===== config.mk =====
export PLATFORM = sky130hd
export DESIGN_NAME = iq_integrate_dump_flat
export DESIGN_NICKNAME = d
export VERILOG_FILES = /design/src/rtl/iq_integrate_dump_if.sv /design/src/rtl/iq_integrate_dump.sv /design/src/flat_wrapper.sv
export SDC_FILE = /design/constraint.sdc
export NUM_CORES = 1
export LEC_CHECK = 0
export ABC_AREA = 1
export ABC_CLOCK_PERIOD_IN_PS = 9200
export BUFFER_PORTS_ARGS = -buffer_cell sky130_fd_sc_hd__buf_2
export CAP_MARGIN = 30
export CORE_UTILIZATION = 40
export DETAILED_ROUTE_END_ITERATION = 10
export HOLD_SLACK_MARGIN = 0.02
export PLACE_DENSITY = 0.66
export SLEW_MARGIN = 20
export SYNTH_ARGS = -nofsm -noshare
export SYNTH_HDL_FRONTEND = slang
export SYNTH_SLANG_ARGS = --single-unit

===== constraint.sdc =====
create_clock -name clock -period 9.2 [get_ports clock]
set_input_delay 0.92 -clock clock [delete_from_list [all_inputs] [get_ports clock]]
set_output_delay 0.92 -clock clock [all_outputs]
set_load 0.005 [all_outputs]

===== src/rtl/iq_integrate_dump_if.sv =====
// rtl/iq_integrate_dump_if.sv - result channel of the I/Q integrate-and-dump block
//
// Carries one integrated I/Q result per handshake (m_valid && m_ready).
//   m_valid   : result held in the output register
//   m_ready   : consumer accepts the held result this cycle
//   m_data_i  : integrated I result, signed, ACC_WIDTH bits
//   m_data_q  : integrated Q result, signed, ACC_WIDTH bits
//   m_sat     : at least one accumulation step of this result's block clamped
interface iq_integrate_dump_if #(
    parameter int ACC_WIDTH = 40
);
    logic                 m_valid;
    logic                 m_ready;
    logic [ACC_WIDTH-1:0] m_data_i;
    logic [ACC_WIDTH-1:0] m_data_q;
    logic                 m_sat;

    modport master (
        output m_valid,
        output m_data_i,
        output m_data_q,
        output m_sat,
        input  m_ready
    );

    modport slave (
        input  m_valid,
        input  m_data_i,
        input  m_data_q,
        input  m_sat,
        output m_ready
    );
endinterface


===== src/rtl/iq_integrate_dump.sv =====
// rtl/iq_integrate_dump.sv - lane-summing I/Q integrator with block dump to a valid/ready register
//
// Sums NUMBER_OF_LINE parallel signed 16-bit I/Q samples per clock, integrates
// the per-cycle sums with saturation over dump_length valid cycles, and dumps
// one result per block into a single-entry output register.
//
// Ports:
//   clock          : processing clock
//   reset          : synchronous, active-high
//   data_in_i/q    : lane k at bits [16k+15:16k], two's complement
//   data_in_valid  : qualifies data_in_i/q
//   dump_length    : valid cycles per block (0 behaves as 1), latched at block start
//   m              : result channel (m_valid/m_ready/m_data_i/m_data_q/m_sat)
//   overrun        : sticky, a result was dropped because the output was still full
//   clear_overrun  : clears overrun (a new overrun in the same cycle wins)
//
// Pipeline: S1 input register, S2 lane-sum register, S3 accumulator plus
// result register, then the output register (last sample at edge t gives
// m_valid after edge t+3).
module iq_integrate_dump #(
    parameter int NUMBER_OF_LINE = 8,
    parameter int ACC_WIDTH      = 40
) (
    input  logic                        clock,
    input  logic                        reset,
    input  logic [16*NUMBER_OF_LINE-1:0] data_in_i,
    input  logic [16*NUMBER_OF_LINE-1:0] data_in_q,
    input  logic                        data_in_valid,
    input  logic [15:0]                 dump_length,
    iq_integrate_dump_if.master         m,
    output logic                        overrun,
    input  logic                        clear_overrun
);

    localparam int DATA_W = 16 * NUMBER_OF_LINE;
    localparam int SUM_W  = 16 + $clog2(NUMBER_OF_LINE);
    localparam int EXT_W  = ACC_WIDTH + 1;

    // One extra bit so acc + sum never wraps before the clamp decision.
    localparam logic signed [EXT_W-1:0] SAT_MAX = {2'b00, {(ACC_WIDTH-1){1'b1}}};
    localparam logic signed [EXT_W-1:0] SAT_MIN = {2'b11, {(ACC_WIDTH-1){1'b0}}};

    // S1
    logic [DATA_W-1:0] s1_i;
    logic [DATA_W-1:0] s1_q;
    logic              s1_valid;

    // S2
    logic signed [SUM_W-1:0] lane_sum_i;
    logic signed [SUM_W-1:0] lane_sum_q;
    logic signed [SUM_W-1:0] s2_sum_i;
    logic signed [SUM_W-1:0] s2_sum_q;
    logic                    s2_valid;

    // S3
    logic signed [ACC_WIDTH-1:0] acc_i;
    logic signed [ACC_WIDTH-1:0] acc_q;
    logic [15:0]                 cnt;
    logic [15:0]                 len_latched;
    logic                        blk_sat;
    logic signed [EXT_W-1:0]     tot_i;
    logic signed [EXT_W-1:0]     tot_q;
    logic signed [ACC_WIDTH-1:0] sat_i;
    logic signed [ACC_WIDTH-1:0] sat_q;
    logic                        clamp_i;
    logic                        clamp_q;
    logic [15:0]                 cur_len;
    logic                        dump_now;

    // Result register between the accumulator and the output register
    logic                 res_valid;
    logic [ACC_WIDTH-1:0] res_i;
    logic [ACC_WIDTH-1:0] res_q;
    logic                 res_sat;

    always_ff @(posedge clock) begin
        if (reset) begin
            s1_i     <= '0;
            s1_q     <= '0;
            s1_valid <= 1'b0;
        end else begin
            s1_i     <= data_in_i;
            s1_q     <= data_in_q;
            s1_valid <= data_in_valid;
        end
    end

    always_comb begin
        lane_sum_i = '0;
        lane_sum_q = '0;
        for (int k = 0; k < NUMBER_OF_LINE; k++) begin
            lane_sum_i = lane_sum_i + SUM_W'($signed(s1_i[16*k +: 16]));
            lane_sum_q = lane_sum_q + SUM_W'($signed(s1_q[16*k +: 16]));
        end
    end

    always_ff @(posedge clock) begin
        if (reset) begin
            s2_sum_i <= '0;
            s2_sum_q <= '0;
            s2_valid <= 1'b0;
        end else begin
            s2_sum_i <= lane_sum_i;
            s2_sum_q <= lane_sum_q;
            s2_valid <= s1_valid;
        end
    end

    always_comb begin
        tot_i   = EXT_W'(acc_i) + EXT_W'(s2_sum_i);
        tot_q   = EXT_W'(acc_q) + EXT_W'(s2_sum_q);
        sat_i   = tot_i[ACC_WIDTH-1:0];
        sat_q   = tot_q[ACC_WIDTH-1:0];
        clamp_i = 1'b0;
        clamp_q = 1'b0;
        if (tot_i > SAT_MAX) begin
            sat_i   = SAT_MAX[ACC_WIDTH-1:0];
            clamp_i = 1'b1;
        end else if (tot_i < SAT_MIN) begin
            sat_i   = SAT_MIN[ACC_WIDTH-1:0];
            clamp_i = 1'b1;
        end
        if (tot_q > SAT_MAX) begin
            sat_q   = SAT_MAX[ACC_WIDTH-1:0];
            clamp_q = 1'b1;
        end else if (tot_q < SAT_MIN) begin
            sat_q   = SAT_MIN[ACC_WIDTH-1:0];
            clamp_q = 1'b1;
        end
    end

    // The first sample of a block sees the live dump_length, later samples the
    // latched copy, so a block of length 1 dumps on its very first sample.
    always_comb begin
        if (cnt == 16'd0) begin
            cur_len = (dump_length == 16'd0) ? 16'd1 : dump_length;
        end else begin
            cur_len = len_latched;
        end
        dump_now = s2_valid && (cnt == cur_len - 16'd1);
    end

    always_ff @(posedge clock) begin
        if (reset) begin
            acc_i       <= '0;
            acc_q       <= '0;
            cnt         <= '0;
            len_latched <= '0;
            blk_sat     <= 1'b0;
            res_valid   <= 1'b0;
            res_i       <= '0;
            res_q       <= '0;
            res_sat     <= 1'b0;
        end else begin
            res_valid <= dump_now;
            if (s2_valid && (cnt == 16'd0)) begin
                len_latched <= cur_len;
            end
            if (dump_now) begin
                res_i   <= sat_i;
                res_q   <= sat_q;
                res_sat <= blk_sat | clamp_i | clamp_q;
                acc_i   <= '0;
                acc_q   <= '0;
                cnt     <= '0;
                blk_sat <= 1'b0;
            end else if (s2_valid) begin
                acc_i   <= sat_i;
                acc_q   <= sat_q;
                cnt     <= cnt + 16'd1;
                blk_sat <= blk_sat | clamp_i | clamp_q;
            end
        end
    end

    // A result arriving while the held one is not being taken is dropped.
    always_ff @(posedge clock) begin
        if (reset) begin
            m.m_valid  <= 1'b0;
            m.m_data_i <= '0;
            m.m_data_q <= '0;
            m.m_sat    <= 1'b0;
            overrun    <= 1'b0;
        end else begin
            if (res_valid) begin
                if (!m.m_valid || m.m_ready) begin
                    m.m_valid  <= 1'b1;
                    m.m_data_i <= res_i;
                    m.m_data_q <= res_q;
                    m.m_sat    <= res_sat;
                end
            end else if (m.m_valid && m.m_ready) begin
                m.m_valid <= 1'b0;
            end

            if (res_valid && m.m_valid && !m.m_ready) begin
                overrun <= 1'b1;
            end else if (clear_overrun) begin
                overrun <= 1'b0;
            end
        end
    end

endmodule


===== src/flat_wrapper.sv =====
// flat-port wrapper written by rule: the top's interface ports become plain ports
module iq_integrate_dump_flat 
#(
    parameter int NUMBER_OF_LINE = 8,
    parameter int ACC_WIDTH      = 40
)
  (clock, reset, data_in_i, data_in_q, data_in_valid, dump_length, overrun, clear_overrun, m_m_valid, m_m_data_i, m_m_data_q, m_m_sat, m_m_ready);
  iq_integrate_dump_if #(.ACC_WIDTH(ACC_WIDTH)) m_i ();
  input  logic clock;
  input  logic reset;
  input  logic [16*NUMBER_OF_LINE-1:0] data_in_i;
  input  logic [16*NUMBER_OF_LINE-1:0] data_in_q;
  input  logic data_in_valid;
  input  logic [15:0] dump_length;
  output logic overrun;
  input  logic clear_overrun;
  output wire logic [$bits(m_i.m_valid)-1:0] m_m_valid;
  output wire logic [$bits(m_i.m_data_i)-1:0] m_m_data_i;
  output wire logic [$bits(m_i.m_data_q)-1:0] m_m_data_q;
  output wire logic [$bits(m_i.m_sat)-1:0] m_m_sat;
  input wire logic [$bits(m_i.m_ready)-1:0] m_m_ready;
  assign m_m_valid = m_i.m_valid;
  assign m_m_data_i = m_i.m_data_i;
  assign m_m_data_q = m_i.m_data_q;
  assign m_m_sat = m_i.m_sat;
  assign m_i.m_ready = m_m_ready;
  iq_integrate_dump #(.NUMBER_OF_LINE(NUMBER_OF_LINE), .ACC_WIDTH(ACC_WIDTH)) u_core (.clock(clock), .reset(reset), .data_in_i(data_in_i), .data_in_q(data_in_q), .data_in_valid(data_in_valid), .dump_length(dump_length), .m(m_i), .overrun(overrun), .clear_overrun(clear_overrun));
endmodule

==> flow_summary_export.csv <==
group,metric,value,unit
status,status,"complete, no violations",
power_and_ir_drop,cellPowerDensity,249,nW/um2
cts,clkTransAtPathRegs,0.06,ns
yosys,synthCells,4121,
final_layout,fillers,7931,
yosys,synth_area,31200,um2
grt,grt_usage,19.7,%
setup_path,critPathKind,"reg -> reg",
setup_path,critPathSlowestCell,"fa_1",
grt,grt_pass1_wl,127000,um
setup_path,crit_start,"u_core.s1_q[1]",
route,wl_met2,34200,um
route,drt_iter0_drc,1268,
floorplan,dieArea,79200,um2
timing,rsz0062_at_grt,"false",
route,wl_met3,3010,um
yosys,syn_nets,4721,
grt,gr-total-overflow,0,
setup_path,endpoint,"u_core.s2_sum_q[18]",
setup_path,rr_startpoint,"u_core.s1_q[1]",
setup_path,reg2reg_depth,29,
final_layout,multi_input_area,16500,um2
setup_path,rrSetupSlack,3.03,ns
floorplan,coreArea,77300,um2
timing,hold_viol_final,0,
cts,insertion_delay,0.63,ns
timing,fin_crit,6.17,ns
cts,cts_tree,"yes",
timing,finalMaxSlewViolations,0,
min_path,hold_path_class,"reg -> reg",
yosys,yosysUniqueCellTypes,43,
run,max_cap_viol_count,0,
timing,fin_skew,0.0198,ns
route,viasPerCell,4.71,
yosys,syn_area_per_cell,7.58,um2
yosys,synth-edff-count,0,
yosys,synth-main-ff-cell,"dfxtp_1",
route,dr.pass1.iters,5,
setup_path,critPathRequiredTime,9.69,ns
final_layout,drive_gt1_share,11.6,%
setup_path,crit_arrival,6.66,ns
floorplan,pin_count,360,
timing,fmax,162,MHz
grt,grt_start_max_net_pins,135,
yosys,synthArstFlopShare,0,%
cts,clock_path_buffers,3,
timing,max_slew_margin,35.8,%
cts,clock-sinks,574,
final_layout,final_common_cell,"inv_1",
floorplan,start_util,40.4,%
final_layout,final_cell_mix,"inv_1 (682), nand2_1 (659), nor2_1 (628)",
route,m1WireLength,39300,um
route,via_count,26000,
route,wl,78400,um
setup_path,cpPeakStageDelay,0.54,ns
cts,hold_buffers,0,
timing,hold_ws,0.397,ns
route,routed.top_layer,"met4",
yosys,synth_warnings,0,
cts,post_cts_resized,0,
route,drc,0,
grt,antenna_found_initial,4,
cts,cts_buffers,61,
cts,clock-root-buffer,"clkbuf_16",
timing,finalCritPeriodShare,67.0,%
final_layout,layout.nets,5014,
cts,htreeDepth,2,
floorplan,die_width,281,um
setup_path,timing.rr.end,"u_core.s2_sum_q[18]",
final_layout,register_area,11500,um2
floorplan,num_rows,102,
timing,setup_tns,0,ns
route,wl_per_cell,14.2,um
placement,portBuffers,359,
setup_path,crit_path_start_kind,"register",
grt,grt_pass1_vias,24900,
setup_path,timing.critical_path.mode_cell,"inv_1",
yosys,seq_area_frac_synth,36.8,%
timing,setup_viol,0,
timing,tightestPinTransition,0.962,ns
cts,cts_setup_buffers,0,
route,ant_nets,0,
setup_path,cp-end-kind,"register",
power_and_ir_drop,leakage,17.8,nW
floorplan,die_y,281,um
power_and_ir_drop,peakVddDrop,0.000179,V
yosys,synth-seq-cells,574,
final_layout,areaGrowthSynthToFinish,15.3,%
placement,place_congestion,0.941,
setup_path,cp_max_fo,4,
placement,hpwl,59300,um
[state kept, by name, summed over array words and instances, names as in the netlist]
signal              count
u_core.m.m_sat          1
u_core.s2_sum_q        19
u_core.acc_i           40
u_core.res_valid        1
u_core.acc_q           40
u_core.m.m_data_q      40
u_core.len_latched     16
u_core.blk_sat          1
u_core.res_q           40
u_core.res_sat          1
u_core.s1_i           128
u_core.s2_valid         1
u_core.m.m_valid        1
u_core.m.m_data_i      40
u_core.res_i           40
u_core.s1_valid         1
u_core.overrun          1
u_core.s1_q           128
u_core.s2_sum_i        19
u_core.cnt             16
[cell type report]
type / count / area share [%]
Sequential cell: 574 / 31.9
Antenna cell: 4 / 0.0278
Tap cell: 1040 / 3.61
Timing Repair Buffer: 377 / 5.50
Inverter: 686 / 7.17
Clock buffer: 75 / 4.64
Multi-Input combinational cell: 2714 / 45.8
Clock inverter: 40 / 1.36
[cells in the mapped netlist, types with 2 or more instances]
master | n | area share, %
nand3b_1 | 7 | 0.17
nand2_2 | 8 | 0.16
inv_1 | 684 | 8.2
buf_4 | 3 | 0.072
o21ai_0 | 262 | 4.2
xnor2_1 | 53 | 1.5
nand4_1 | 16 | 0.32
ha_1 | 149 | 6.0
o21bai_1 | 15 | 0.36
nor3_1 | 19 | 0.30
a31oi_1 | 12 | 0.24
xor2_1 | 71 | 2.0
o311ai_0 | 2 | 0.056
nor2_2 | 9 | 0.18
dfxtp_1 | 574 | 37
o2111ai_1 | 3 | 0.084
inv_2 | 2 | 0.024
o21a_1 | 11 | 0.26
a21oi_1 | 284 | 4.5
nor4_1 | 8 | 0.16
fa_1 | 174 | 11
o21ai_1 | 3 | 0.048
clkbuf_1 | 100 | 1.2
buf_6 | 14 | 0.50
nand2_1 | 660 | 7.9
nor2_1 | 629 | 7.6
nand3_1 | 276 | 4.4
a21o_1 | 15 | 0.36
a211oi_1 | 10 | 0.24
buf_2 | 20 | 0.32
a21boi_0 | 7 | 0.17
buf_1 | 10 | 0.12
[worst min-delay path by stage]
| stage | start | to | slack, ns | cells after the start |
|---|---|---|---|---|
| 2_1_floorplan | u_core.s1_valid | u_core.s2_valid | 0.39 | 2 |
| 3_3_place_gp | u_core.s1_valid | u_core.s2_valid | 0.38 | 2 |
| 3_5_place_dp | u_core.s1_valid | u_core.s2_valid | 0.38 | 2 |
| 4_1_cts | u_core.s1_valid | u_core.s2_valid | 0.40 | 2 |
| 5_1_grt | u_core.s1_valid | u_core.s2_valid | 0.45 | 2 |
| 6_report | u_core.s1_valid | u_core.s2_valid | 0.40 | 2 |
[worst max-delay path: cells and delay by family, from the launching register on]
kind,cells,cell delay (ns)
fa+ha+maj,7,2.90
compound gates,11,1.99
simple gates,4,0.44
buf+inv,7,0.41
flops,1,0.31
[where the power goes]
part	leakage, nW	switching, W	internal [W]
combinational	12.0	0.00224	0.00129
sequential	4.71	0.000118	0.00268
clock	1.06	0.00108	0.00155
[metal layers]
metal	GRT usage, %	up-vias
met5	0	-
met1	28.6	11900
li1	-	13400
met4	5.66	0
met3	2.29	107
met2	30.8	505
[stage by stage]
step	power [W]	util (%)	worst slack [ns]	cell area, um2	cells
2_1_floorplan	0.00545	-	3.72	31200	4121
3_3_place_gp	0.00629	43.7	3.20	33800	5387
3_5_place_dp	0.00636	43.7	3.09	33800	5388
4_1_cts	0.00903	46.5	3.08	36000	5503
5_1_grt	0.00970	46.6	2.57	36000	5510
6_report	0.00896	46.6	3.03	36000	5510
[kinds of logic (layout without fill, tap and decap cells)]
group	Yosys count	count (layout)	synth area share, %
DFF	574	574	36.8
buffers and inverters	833	1178	10.5
adders and majority gates	323	323	17.1
xor gates and xnor gates	125	125	3.55
AOI/OAI and AO/OA	625	625	10.6
and+or+nand+nor	1641	1641	21.5
other	0	4	0
(Power assumes the default switching activity.)
